==> config.mk <==
export PLATFORM = sky130hd
export DESIGN_NAME = lock_key_sequencer
export DESIGN_NICKNAME = d
export VERILOG_FILES = /design/src/rtl/lock_key_sequencer.sv
export SDC_FILE = /design/constraint.sdc
export NUM_CORES = 1
export LEC_CHECK = 0
export ABC_AREA = 1
export CAP_MARGIN = 20
export CORE_UTILIZATION = 46
export DETAILED_ROUTE_END_ITERATION = 7
export PLACE_DENSITY = 0.78
export SKIP_CTS_REPAIR_TIMING = 1
export SYNTH_ARGS = -nofsm -noshare
export SYNTH_HDL_FRONTEND = slang
export SYNTH_SLANG_ARGS = --single-unit
export TNS_END_PERCENT = 100
==> constraint.sdc <==
create_clock -name clk -period 1.95 [get_ports clk]
set_input_delay 0.2925 -clock clk [delete_from_list [all_inputs] [get_ports clk]]
set_output_delay 0.2925 -clock clk [all_outputs]
set_load 0.03 [all_outputs]
==> src/rtl/lock_key_sequencer.sv <==
// rtl/lock_key_sequencer.sv - serial key loader and request sequencer for the locked adder datapath
// Optional build macro: KEY_LOAD_LIMIT_EN (caps completed key loads per reset at MAX_LOADS).
module lock_key_sequencer #(
    parameter int IN_W      = 8,
    parameter int KEY_W     = 8,
    parameter int MAX_LOADS = 4
) (
    input  logic              clk,
    input  logic              rst_n,
    input  logic              key_start,
    input  logic              key_bit,
    input  logic              key_bit_valid,
    output logic              key_loaded,
    output logic [KEY_W-1:0]  key,
    input  logic              req_valid,
    output logic              req_ready,
    input  logic [IN_W-1:0]   req_data,
    output logic [IN_W-1:0]   inputs,
    input  logic              lock_out,
    output logic              rsp_valid,
    input  logic              rsp_ready,
    output logic              rsp_data,
    output logic              busy
);

    localparam int CNT_W = $clog2(KEY_W + 1);

    typedef enum logic [2:0] {
        S_IDLE,
        S_LOAD,
        S_ARMED,
        S_ISSUE,
        S_CAPTURE,
        S_RESP
    } state_t;

    state_t             state_q, state_d;
    logic [KEY_W-1:0]   key_q, key_d;
    logic               key_loaded_q, key_loaded_d;
    logic [IN_W-1:0]    inputs_q, inputs_d;
    logic               rsp_valid_q, rsp_valid_d;
    logic               rsp_data_q, rsp_data_d;
    logic [CNT_W-1:0]   bit_cnt_q, bit_cnt_d;
    logic               load_done;
    logic               start_ok;

`ifdef KEY_LOAD_LIMIT_EN
    localparam int LCNT_W = $clog2(MAX_LOADS + 1);

    logic [LCNT_W-1:0]  load_cnt_q, load_cnt_d;
    logic               limit_hit;

    assign limit_hit = (load_cnt_q == LCNT_W'(MAX_LOADS));
    // Once the budget is spent the key is frozen until the next reset.
    assign start_ok  = key_start && !limit_hit;

    always_comb begin
        load_cnt_d = load_cnt_q;
        if (load_done && !limit_hit) begin
            load_cnt_d = load_cnt_q + LCNT_W'(1);
        end
    end

    always_ff @(posedge clk or negedge rst_n) begin
        if (!rst_n) begin
            load_cnt_q <= '0;
        end else begin
            load_cnt_q <= load_cnt_d;
        end
    end
`else
    logic unused_max_loads;

    assign unused_max_loads = ^MAX_LOADS;
    assign start_ok         = key_start;
`endif

    always_comb begin
        state_d      = state_q;
        key_d        = key_q;
        key_loaded_d = key_loaded_q;
        inputs_d     = inputs_q;
        rsp_valid_d  = rsp_valid_q;
        rsp_data_d   = rsp_data_q;
        bit_cnt_d    = bit_cnt_q;
        req_ready    = 1'b0;
        load_done    = 1'b0;

        case (state_q)
            S_IDLE: begin
                if (start_ok) begin
                    state_d      = S_LOAD;
                    bit_cnt_d    = '0;
                    key_loaded_d = 1'b0;
                end
            end
            S_LOAD: begin
                // A restart wins over a bit presented in the same cycle.
                if (key_start) begin
                    bit_cnt_d = '0;
                end else if (key_bit_valid) begin
                    key_d     = {key_q[KEY_W-2:0], key_bit};
                    bit_cnt_d = bit_cnt_q + CNT_W'(1);
                    if (bit_cnt_q == CNT_W'(KEY_W - 1)) begin
                        state_d      = S_ARMED;
                        key_loaded_d = 1'b1;
                        load_done    = 1'b1;
                    end
                end
            end
            S_ARMED: begin
                if (start_ok) begin
                    state_d      = S_LOAD;
                    bit_cnt_d    = '0;
                    key_loaded_d = 1'b0;
                end else begin
                    req_ready = 1'b1;
                    if (req_valid) begin
                        inputs_d = req_data;
                        state_d  = S_ISSUE;
                    end
                end
            end
            S_ISSUE: begin
                state_d = S_CAPTURE;
            end
            S_CAPTURE: begin
                rsp_data_d  = lock_out;
                rsp_valid_d = 1'b1;
                state_d     = S_RESP;
            end
            S_RESP: begin
                if (rsp_ready) begin
                    rsp_valid_d = 1'b0;
                    state_d     = S_ARMED;
                end
            end
            default: begin
                state_d = S_IDLE;
            end
        endcase
    end

    always_ff @(posedge clk or negedge rst_n) begin
        if (!rst_n) begin
            state_q      <= S_IDLE;
            key_q        <= '0;
            key_loaded_q <= 1'b0;
            inputs_q     <= '0;
            rsp_valid_q  <= 1'b0;
            rsp_data_q   <= 1'b0;
            bit_cnt_q    <= '0;
        end else begin
            state_q      <= state_d;
            key_q        <= key_d;
            key_loaded_q <= key_loaded_d;
            inputs_q     <= inputs_d;
            rsp_valid_q  <= rsp_valid_d;
            rsp_data_q   <= rsp_data_d;
            bit_cnt_q    <= bit_cnt_d;
        end
    end

    assign key        = key_q;
    assign key_loaded = key_loaded_q;
    assign inputs     = inputs_q;
    assign rsp_valid  = rsp_valid_q;
    assign rsp_data   = rsp_data_q;
    assign busy       = (state_q != S_IDLE) && (state_q != S_ARMED);

endmodule
==> results.toml <==
[run_status]
status = "finished, final reports clean"

[floorplanning]
core_um2 = 2520
die_area_um2 = 2920
initial_core_util_pct = 49.4
std_cell_rows = 18
die_w_um = 54.0
fp.dieH_um = 54.0
ios = 37

[worst_setup_path]
critPathLaunchType = "register"
required_ps = 1660
worst-path-stages = 5
critPathLaunch = "state_q[1]$_DFFE_PN0P_"
crit_end = "req_ready"
cp-end-kind = "output port"
reg2reg_slack_ps = 600
timing.rr.start = "state_q[1]$_DFFE_PN0P_"
critical_path_arrival_ps = 1430
worst-path-max-fanout = 10
path_buf_inv = 3
r2r-end = "bit_cnt_q[0]$_DFFE_PN0P_"
path_cells = "inv_2 -> nor2_2 -> nand2_2 -> inv_4 -> buf_4"
crit_family = "flip-flops"
critPathMaxStageDelay_ps = 550
critical_path_class = "register to output port"
crit_slowest_cell = "dfrtp_1"
worstRegToRegCells = 5

[cts]
clk_root_buffer_cell = "clkbuf_4"
h-tree-depth = 1
clkTransAtPathRegs_ps = 140
clkSinkCount = 26
cts_tree = "yes"
clock_path_buffers = 2
clk_latency_ps = 320
cts_buffers = 3

[timing]
slew_violations = 0
fin_skew_ps = 2.39
rsz0062_at_grt = "no"
clock.fmax_mhz = 579
relSlewSlack_pct = 78.2
fin_crit_sh_pct = 88.5
setup_viol = 0
holdWs_ps = 323
worst_pin_slew_ps = 325
hold_violations = 0
fin_crit_ps = 1730

[drt]
vias = 1111
drcViolationCount = 0
vias_per_cell = 4.94
routed_wl_um = 2700
ant_nets = 0
drt_iter0_drc = 21
firstDrtPassIters = 4
drt-wirelength-per-cell_um = 12.0

[finish]
fillers = 217
layout_common_cells = "nand2_1, clkdlybuf4s50_1, dfrtp_1"
syn_to_final_growth_pct = 37.2
final_common_cell = "nand2_1"
stdcell_count = 225
seq_area_um2 = 651
nNetsFinal = 213
multiInputGateArea_um2 = 536
drive_above_1_share_pct = 11.3
design_area_um2 = 1710
diodes = 0
fin_util_pct = 67.7

[grt]
grt_max_degree = 27
grt_use_total_pct = 20.0
grt-ovfl-total = 0
grt_pass1_wl_um = 4170
antenna_found_initial = 0
met3_usage_pct = 3.95
grt.met1_usage_pct = 25.5
grt.busiest_layer = "met2"
grt_use_met2_pct = 34.0
grt_pass1_vias = 935

[synth]
syn_nets = 171
syn-cell-area_um2 = 1240
ys_seq_elements = 26
avgSynthCellArea_um2 = 8.08
ys_seq_area_share_pct = 52.3
synth_edf_count = 0
synth_top_flop_cell = "dfrtp_1"
ys_warn_count = 0
async_reset_ff_share_pct = 100
syn-instance-count = 154
yosys.cell_types.count = 24

[pwr]
p_per_area_nw_per_um2 = 1550
leakage_nw = 0.878
vdd_ir_drop_max_v = 0.00109

[placement]
dp.final_hpwl_um = 1980
placed_cells = 221
dpl_cell_area_um2 = 1650
port_buffers = 36
routabilityCongestion = 0.886

[hold_path]
hold_class = "primary input to asynchronous set/reset pin"

[flow_run]
cap_violations = 0
Yosys cell counts (2+ instances only):
cell type  instances  area share (%)
dfrtp_1           26              52
nor2_1            10             3.0
inv_2              2            0.60
nand2_2            2             1.0
nand2_4            2             1.8
a21oi_1            2            0.80
inv_1              8             2.4
buf_2              2            0.80
nand2_1           62              19
nor2_2             3             1.5
nand3_1           18             7.2
o21ai_0            5             2.0
routing by layer:
layer  wire length (µm)  share of wire [%]
met4                 15               0.56
met3                137                5.1
met5                  0                  0
met2               1330                 49
met1               1220                 45
stage by stage:
| stage | setup slack (ps) | TNS, ps | total power [W] |
|---|---|---|---|
| floorplan | 769 | 0 | 0.00176 |
| global placement | 324 | 0 | 0.00225 |
| detailed placement | 286 | 0 | 0.00229 |
| CTS | -96.0 | -96.0 | 0.00267 |
| global route | 108 | 0 | 0.00284 |
| finish | 224 | 0 | 0.00265 |
sequential cells by signal, summed over array words and instances, names as in the netlist:
name        cells
rsp_valid       1
inputs          8
bit_cnt_q       4
key_loaded      1
key             8
rsp_data        1
state_q         3
cells by family (layout without fill, tap and decap cells):
family,Yosys count,count (layout),synth area share (%)
AO/OA/AOI/OAI,9,9,3.82
XOR/XNOR,1,1,0.704
adder cells (fa/ha/maj),1,1,1.00
buffers and inverters,14,55,4.72
flip-flops,26,26,52.3
AND/OR/NAND/NOR,103,103,37.5
worst min path at each step:
stage,from,endpoint,slack (ps),cells after the start
floorplan,rst_n,bit_cnt_q[0]$_DFFE_PN0P_,-3,0
global placement,inputs[6]$_DFFE_PN0P_,inputs[6]$_DFFE_PN0P_,450,2
detailed placement,inputs[2]$_DFFE_PN0P_,inputs[2]$_DFFE_PN0P_,460,2
CTS,rst_n,rsp_data$_DFFE_PN0P_,330,2
global route,rst_n,rsp_data$_DFFE_PN0P_,360,2
finish,rst_n,bit_cnt_q[1]$_DFFE_PN0P_,320,2
power by group:
part | switching [W] | internal (W) | total (W)
combinational | 0.000829 | 0.000542 | 0.00137
sequential | 0.000159 | 0.000745 | 0.000904
clock | 0.000163 | 0.000208 | 0.000371
final cells by class:
type	count	area share, %
multi-input cells	114	31.4
inverters	12	2.86
well taps	30	2.20
repair buffers	39	22.4
clock inverters	1	1.76
clock buffers	3	1.32
flip-flops and latches	26	38.1
worst reg2reg max path, cell delays in order (launching register included):
cell and delay, ps:
dfrtp_1 510, nand2_1 160, nor3b_2 330, nand2_2 130, nand2_1 80, nand2_1 50
Power figures use the tool's default switching activity.
